File: src/rtl/uart_configurable_receiver_pkg.sv
// Shared UART definitions: frame-format encodings, receiver FSM states and
// the per-frame configuration snapshot used by the receive engine.
package uart_configurable_receiver_pkg;

  typedef enum logic [4:0] {
    UART_OS_13 = 5'd13,
    UART_OS_16 = 5'd16
  } UartOverSamplingEnum;

  typedef enum logic [3:0] {
    UART_DW_5 = 4'd5,
    UART_DW_6 = 4'd6,
    UART_DW_7 = 4'd7,
    UART_DW_8 = 4'd8
  } UartDataWidthEnum;

  typedef enum logic [1:0] {
    UART_STOP_1 = 2'd1,
    UART_STOP_2 = 2'd2
  } UartStopBitsEnum;

  typedef enum logic [2:0] {
    RX_IDLE,
    RX_START,
    RX_DATA,
    RX_PARITY,
    RX_STOP,
    RX_WAIT_IDLE
  } UartRxStateEnum;

  typedef struct packed {
    UartDataWidthEnum    dataBits;
    logic                parityEnable;
    logic                parityOdd;
    UartStopBitsEnum     stopBits;
    UartOverSamplingEnum overSampling;
  } UartRxCfgStruct;

  localparam int unsigned UART_OS16_HALF_TICKS = 8;
  localparam int unsigned UART_OS13_HALF_TICKS = 6;

  localparam UartRxCfgStruct UART_RX_CFG_DEFAULT = '{
    dataBits:     UART_DW_8,
    parityEnable: 1'b0,
    parityOdd:    1'b0,
    stopBits:     UART_STOP_1,
    overSampling: UART_OS_16
  };

  // Out-of-range encodings fall back to the 8-bit / 1-stop / x16 format.
  function automatic UartRxCfgStruct uart_rx_clamp_cfg(
    input logic [3:0] data_bits,
    input logic       parity_enable,
    input logic       parity_odd,
    input logic [1:0] stop_bits,
    input logic [4:0] over_sampling
  );
    UartRxCfgStruct cfg;
    cfg.dataBits     = (data_bits inside {[4'd5:4'd8]}) ? UartDataWidthEnum'(data_bits) : UART_DW_8;
    cfg.parityEnable = parity_enable;
    cfg.parityOdd    = parity_odd;
    cfg.stopBits     = (stop_bits == 2'd2) ? UART_STOP_2 : UART_STOP_1;
    cfg.overSampling = (over_sampling == 5'd13) ? UART_OS_13 : UART_OS_16;
    return cfg;
  endfunction

  function automatic logic [3:0] uart_rx_last_tick(input UartOverSamplingEnum os, input logic half_bit);
    logic [3:0] last;
    if (half_bit) last = (os == UART_OS_13) ? 4'(UART_OS13_HALF_TICKS - 1) : 4'(UART_OS16_HALF_TICKS - 1);
    else          last = (os == UART_OS_13) ? 4'd12 : 4'd15;
    return last;
  endfunction

endpackage

File: src/rtl/uart_configurable_receiver_baud_tick_gen.sv
// Oversample tick generator: one-cycle pulse every divisor clocks, with a
// synchronous restart so the tick phase can be aligned to a start edge.
module uart_baud_tick_gen #(
  parameter int DIVISOR_WIDTH = 16
) (
  input  logic                     clk,
  input  logic                     rst_ni,
  input  logic                     restart_i,
  input  logic [DIVISOR_WIDTH-1:0] divisor_i,
  output logic                     tick_o
);

  localparam logic [DIVISOR_WIDTH-1:0] ONE = DIVISOR_WIDTH'(1);

  logic [DIVISOR_WIDTH-1:0] cnt_q, cnt_d;
  logic [DIVISOR_WIDTH-1:0] last_count;
  logic                     wrap;

  // Divisor 0 behaves as 1; >= keeps the counter sane if the divisor shrinks.
  always_comb begin
    last_count = (divisor_i == '0) ? '0 : divisor_i - ONE;
    wrap       = (cnt_q >= last_count);
    tick_o     = wrap & ~restart_i;
    cnt_d      = (restart_i || wrap) ? '0 : cnt_q + ONE;
  end

  always_ff @(posedge clk or negedge rst_ni) begin
    if (!rst_ni) cnt_q <= '0;
    else         cnt_q <= cnt_d;
  end

endmodule

File: src/rtl/uart_configurable_receiver.sv
// UART receive engine with per-frame configuration snapshot, parity/framing/
// break/overrun detection and a valid/ready holding register.
module uart_configurable_receiver
  import uart_configurable_receiver_pkg::*;
#(
  parameter int MAX_DATA_WIDTH = 8,
  parameter int DIVISOR_WIDTH  = 16
) (
  input  logic                      clk,
  input  logic                      reset,
  input  logic                      rxSerial,
  input  logic [3:0]                cfgDataBits,
  input  logic                      cfgParityEnable,
  input  logic                      cfgParityOdd,
  input  logic [1:0]                cfgStopBits,
  input  logic [4:0]                cfgOverSampling,
  input  logic [DIVISOR_WIDTH-1:0]  cfgBaudDivisor,
  output logic [MAX_DATA_WIDTH-1:0] rxData,
  output logic                      rxValid,
  input  logic                      rxReady,
  output logic                      parityError,
  output logic                      framingError,
  output logic                      breakError,
  output logic                      overrunError,
  output logic                      busy
);

  // [0] first sync stage, [1] synchronised line, [2] previous synchronised value
  logic [2:0] sync_q;
  logic       line, fall;

  UartRxStateEnum           state_q, state_d;
  UartRxCfgStruct           cfg_q, cfg_d;
  logic [DIVISOR_WIDTH-1:0] div_q, div_d;
  logic [3:0]               tick_cnt_q, tick_cnt_d;
  logic [3:0]               bit_cnt_q, bit_cnt_d;
  logic [MAX_DATA_WIDTH-1:0] shift_q, shift_d;
  logic par_err_q, par_err_d, frm_err_q, frm_err_d, brk_q, brk_d;
  logic zero_q, zero_d, done_q, done_d;
  logic tick, restart, bit_done;

  logic [MAX_DATA_WIDTH-1:0] data_q;
  logic valid_q, perr_q, ferr_q, berr_q, ovr_q, xfer;

  assign line = sync_q[1];
  assign fall = sync_q[2] & ~sync_q[1];

  always_ff @(posedge clk or negedge reset) begin
    if (!reset) sync_q <= 3'b111;
    else        sync_q <= {sync_q[1:0], rxSerial};
  end

  uart_baud_tick_gen #(.DIVISOR_WIDTH(DIVISOR_WIDTH)) u_tick_gen (
    .clk       (clk),
    .rst_ni    (reset),
    .restart_i (restart),
    .divisor_i (div_q),
    .tick_o    (tick)
  );

  always_comb begin
    state_d    = state_q;
    cfg_d      = cfg_q;
    div_d      = div_q;
    tick_cnt_d = tick_cnt_q;
    bit_cnt_d  = bit_cnt_q;
    shift_d    = shift_q;
    par_err_d  = par_err_q;
    frm_err_d  = frm_err_q;
    brk_d      = brk_q;
    zero_d     = zero_q;
    done_d     = 1'b0;
    restart    = 1'b0;
    bit_done   = tick && (tick_cnt_q == uart_rx_last_tick(cfg_q.overSampling, 1'b0));
    if (tick && state_q != RX_IDLE && state_q != RX_WAIT_IDLE) tick_cnt_d = tick_cnt_q + 4'd1;

    case (state_q)
      RX_IDLE: begin
        if (fall) begin
          state_d    = RX_START;
          restart    = 1'b1;
          cfg_d      = uart_rx_clamp_cfg(cfgDataBits, cfgParityEnable, cfgParityOdd,
                                         cfgStopBits, cfgOverSampling);
          div_d      = cfgBaudDivisor;
          tick_cnt_d = '0;
          bit_cnt_d  = '0;
          shift_d    = '0;
          par_err_d  = 1'b0;
          frm_err_d  = 1'b0;
          brk_d      = 1'b0;
          zero_d     = 1'b1;
        end
      end
      RX_START: begin
        if (tick && tick_cnt_q == uart_rx_last_tick(cfg_q.overSampling, 1'b1)) begin
          tick_cnt_d = '0;
          state_d    = line ? RX_IDLE : RX_DATA;
        end
      end
      RX_DATA: begin
        if (bit_done) begin
          tick_cnt_d = '0;
          shift_d    = shift_q | (MAX_DATA_WIDTH'(line) << bit_cnt_q);
          zero_d     = zero_q & ~line;
          if (bit_cnt_q == 4'(cfg_q.dataBits) - 4'd1) begin
            bit_cnt_d = '0;
            state_d   = cfg_q.parityEnable ? RX_PARITY : RX_STOP;
          end else begin
            bit_cnt_d = bit_cnt_q + 4'd1;
          end
        end
      end
      RX_PARITY: begin
        if (bit_done) begin
          tick_cnt_d = '0;
          par_err_d  = ((^shift_q) ^ line) != cfg_q.parityOdd;
          zero_d     = zero_q & ~line;
          state_d    = RX_STOP;
        end
      end
      RX_STOP: begin
        if (bit_done) begin
          tick_cnt_d = '0;
          if (!line) frm_err_d = 1'b1;
          // Break: everything from start through the first stop bit was low.
          if (bit_cnt_q == 4'd0 && !line && zero_q) begin
            brk_d     = 1'b1;
            frm_err_d = 1'b1;
          end
          if (bit_cnt_q == ((cfg_q.stopBits == UART_STOP_2) ? 4'd1 : 4'd0)) begin
            bit_cnt_d = '0;
            done_d    = 1'b1;
            state_d   = brk_d ? RX_WAIT_IDLE : RX_IDLE;
          end else begin
            bit_cnt_d = bit_cnt_q + 4'd1;
          end
        end
      end
      RX_WAIT_IDLE: begin
        if (line) state_d = RX_IDLE;
      end
      default: state_d = RX_IDLE;
    endcase
  end

  always_ff @(posedge clk or negedge reset) begin
    if (!reset) begin
      state_q    <= RX_IDLE;
      cfg_q      <= UART_RX_CFG_DEFAULT;
      div_q      <= '0;
      tick_cnt_q <= '0;
      bit_cnt_q  <= '0;
      shift_q    <= '0;
      par_err_q  <= 1'b0;
      frm_err_q  <= 1'b0;
      brk_q      <= 1'b0;
      zero_q     <= 1'b0;
      done_q     <= 1'b0;
    end else begin
      state_q    <= state_d;
      cfg_q      <= cfg_d;
      div_q      <= div_d;
      tick_cnt_q <= tick_cnt_d;
      bit_cnt_q  <= bit_cnt_d;
      shift_q    <= shift_d;
      par_err_q  <= par_err_d;
      frm_err_q  <= frm_err_d;
      brk_q      <= brk_d;
      zero_q     <= zero_d;
      done_q     <= done_d;
    end
  end

  assign xfer = valid_q & rxReady;

  // A completing frame is dropped (and flagged) only if the held entry stays.
  always_ff @(posedge clk or negedge reset) begin
    if (!reset) begin
      data_q  <= '0;
      valid_q <= 1'b0;
      perr_q  <= 1'b0;
      ferr_q  <= 1'b0;
      berr_q  <= 1'b0;
      ovr_q   <= 1'b0;
    end else if (done_q && (!valid_q || xfer)) begin
      data_q  <= shift_q;
      valid_q <= 1'b1;
      perr_q  <= par_err_q;
      ferr_q  <= frm_err_q;
      berr_q  <= brk_q;
      ovr_q   <= 1'b0;
    end else if (done_q) begin
      ovr_q   <= 1'b1;
    end else if (xfer) begin
      valid_q <= 1'b0;
      perr_q  <= 1'b0;
      ferr_q  <= 1'b0;
      berr_q  <= 1'b0;
      ovr_q   <= 1'b0;
    end
  end

  assign rxData       = data_q;
  assign rxValid      = valid_q;
  assign parityError  = perr_q;
  assign framingError = ferr_q;
  assign breakError   = berr_q;
  assign overrunError = ovr_q;
  assign busy         = (state_q != RX_IDLE);

endmodule

File: config.mk
export PLATFORM = sky130hd
export DESIGN_NAME = uart_configurable_receiver
export DESIGN_NICKNAME = d
export VERILOG_FILES = /design/src/rtl/uart_configurable_receiver_pkg.sv /design/src/rtl/uart_configurable_receiver_baud_tick_gen.sv /design/src/rtl/uart_configurable_receiver.sv
export SDC_FILE = /design/constraint.sdc
export NUM_CORES = 1
export LEC_CHECK = 0
export CORE_MARGIN = 2
export CORE_UTILIZATION = 50
export DETAILED_ROUTE_END_ITERATION = 10
export DONT_BUFFER_PORTS = 1
export PLACE_DENSITY = 0.67
export SLEW_MARGIN = 5
export SYNTH_ARGS = -nofsm -noshare
export SYNTH_HDL_FRONTEND = slang
export SYNTH_SLANG_ARGS = --single-unit
File: constraint.sdc
create_clock -name clk -period 9.8 [get_ports clk]
set_clock_uncertainty 0.1 [all_clocks]
set_input_delay 1.96 -clock clk [delete_from_list [all_inputs] [get_ports clk]]
set_output_delay 1.96 -clock clk [all_outputs]
set_load 0.05 [all_outputs]
==> reports/metrics.yaml <==
chipHeight_um: 99.3
slowest_stage: "or4_1"
clk_latency_ns: 0.36
setup_tns_ns: 0
synth_edf_count: 0
routed_via_density: 5.62
antenna_found_initial: 0
ir_drop_mv: 0.120
relSlewSlack: 0.550
htree_levels: 3
path_class: "flip-flop to flip-flop"
die_w_um: 99.3
period_minus_slack_ns: 4.55
grt_setup_unrepaired: "no"
start_util: 0.518
path_buf_inv: 0
via_count: 3351
hold_viol_final: 0
cp_cell_sequence: "or4_1 -> nor4_1 -> nand4_1 -> and2_1 -> ha_1 -> nand2b_1 -> a2111o_1 -> a32oi_1 -> nand2_1 -> a311oi_1 -> nor3_1 -> nor2_1"
synth_largest_area_cell: "dfrtp_1"
drc: 0
final_core_util: 0.552
ctsRootBufferMaster: "clkbuf_8"
dieArea_um2: 9860
max_freq_mhz: 220
drt_iter0_markers: 193
r2r-start: "div_q[8]"
antenna_cells: 0
cts_tree: "yes"
power.density_nw_per_um2: 252
row_count: 34
grt_pass1_vias: 3175
setup_ws_ns: 5.25
globalplace.congestion: 0.890
drv_cap: 0
outcome: "completed"
seqCellArea_um2: 2060
end_kind: "flip-flop"
start_kind: "flip-flop"
hp-class: "flip-flop to flip-flop"
post_cts_buffers: 0
ctsResizeCount: 0
final_cells: 596
io_pins: 47
leakagePower_nw: 2.27
synth_area_per_cell_um2: 9.30
synth_ff_type: "dfrtp_1"
crit_cells: 12
ys_ff_latch: 82
multi_input_area_um2: 2340
nFillCells: 788
hpwl_mm: 6.45
synth_area_leaders: "dfrtp_1 42%, nand2_1 7.9%, ha_1 6.3%"
crit_family: "simple AND/OR/NAND/NOR gates"
grt_pass1_wl_mm: 15.2
syn_to_final_growth_pct: 6.51
async_flop_share: 1.00
cp.required_ns: 9.98
antenna_left: 0
hold_depth: 0
synth_nets: 544
final_common_cell: "nand2_1"
first_pass_iters: 4
maxSlewViolCount: 0
fin_crit_sh: 0.464
power_mw: 1.22
hold_start: "sync_q[0]"
cp-startpoint: "div_q[8]"
yosys_warnings: 0
netlist.area_leader.share: 0.419
worstMarginPinSlew_ns: 0.674
ys_seq_area_frac: 0.454
cts.path.max_buffers: 2
cts_buffers: 9
r2r_cells: 12
cp.arrival_ns: 4.73
ys_types: 56
synth_area_um2: 4540
drive_gt1_frac: 0.0922
port_buffers: 0
cts_hold_buf: 0
layout.nets: 539
wirelength_mm: 9.06
syn_inst: 488
place_worst_setup_slack_ns: 5.32
clk_pin_slew_ns: 0.09
finalSetupViolations: 0
dpl.cell_count: 580
overflow: 0
cpPeakStageDelay_ns: 0.61
wl_per_cell_um: 15.2
core-area_um2: 8760
crit_fanout: 16
grt_start_max_net_pins: 83
grt_util_all_layers: 0.192
final_cell_mix: "95 x nand2_1, 76 x dfrtp_1, 45 x nor2_1"
cts.sinks: 82
## sequential cells by signal, indices dropped and copies added (netlist names), 3 cells and up
signal / flops
u_tick_gen.cnt_q: 16
tick_cnt_q: 4
cfg_q: 10
rxData: 8
shift_q: 8
bit_cnt_q: 4
state_q: 3
div_q: 16
sync_q: 3
## area by class of cell
| type | count | share of cell area |
|---|---|---|
| Sequential cell | 82 | 0.426 |
| Clock inverter | 7 | 0.0225 |
| Clock buffer | 9 | 0.0256 |
| Tap cell | 108 | 0.0280 |
| Multi-Input combinational cell | 374 | 0.484 |
| Inverter | 14 | 0.0109 |
| Timing Repair Buffer | 2 | 0.00311 |
## power by group
| part | total [mW] | leakage (nW) | internal (mW) | switching [mW] |
|---|---|---|---|---|
| Clock | 0.287 | 0.118 | 0.149 | 0.138 |
| Sequential | 0.508 | 1.06 | 0.410 | 0.0981 |
| Combinational | 0.423 | 1.09 | 0.184 | 0.239 |
## cell families (layout without fill, tap and decap cells)
logic type,Yosys count,count (layout),synth area share
flip-flops,82,82,0.454
AND/OR/NAND/NOR,221,221,0.225
buffers and inverters,32,32,0.0314
multiplexers,12,12,0.0298
adder cells (fa/ha/maj),23,23,0.0634
AO/OA/AOI/OAI,71,71,0.106
XOR/XNOR,47,47,0.0907
## layer usage
| metal | up-vias | GRT usage | part of all wire |
|---|---|---|---|
| met2 | 83 | 0.285 | 0.45 |
| li1 | 1665 | - | - |
| met5 | - | 0 | 0 |
| met4 | 0 | 0.0717 | 0.017 |
| met1 | 1589 | 0.279 | 0.49 |
| met3 | 14 | 0.0401 | 0.048 |
## Yosys cell counts (9+ instances only)
library cell / n
xor2_1: 22
nand3_1: 20
inv_1: 13
ha_1: 23
nand2b_1: 9
xnor2_1: 25
clkbuf_1: 11
a21oi_1: 13
o21ai_0: 25
dfrtp_1: 76
nand2_1: 95
nor2_1: 46
## final timing paths
| path | endpoint | slack [ns] |
|---|---|---|
| worst max-delay path | tick_cnt_q[2] | 5.25 |
| worst min-delay path | sync_q[1] | 0.26 |
| worst max register to register | tick_cnt_q[2] | 5.25 |
| worst min register to register | sync_q[1] | 0.26 |
| max in group asynchronous | sync_q[2] | 8.20 |
| min in group asynchronous | u_tick_gen.cnt_q[7] | 1.19 |
## metrics by stage
step           hold WS [ns]  instance area, µm²
2_1_floorplan         0.245                4540
3_3_place_gp          0.248                4600
3_5_place_dp          0.247                4600
4_1_cts               0.262                4830
5_1_grt               0.263                4830
6_report              0.261                4830
(Power assumes the default switching activity.)
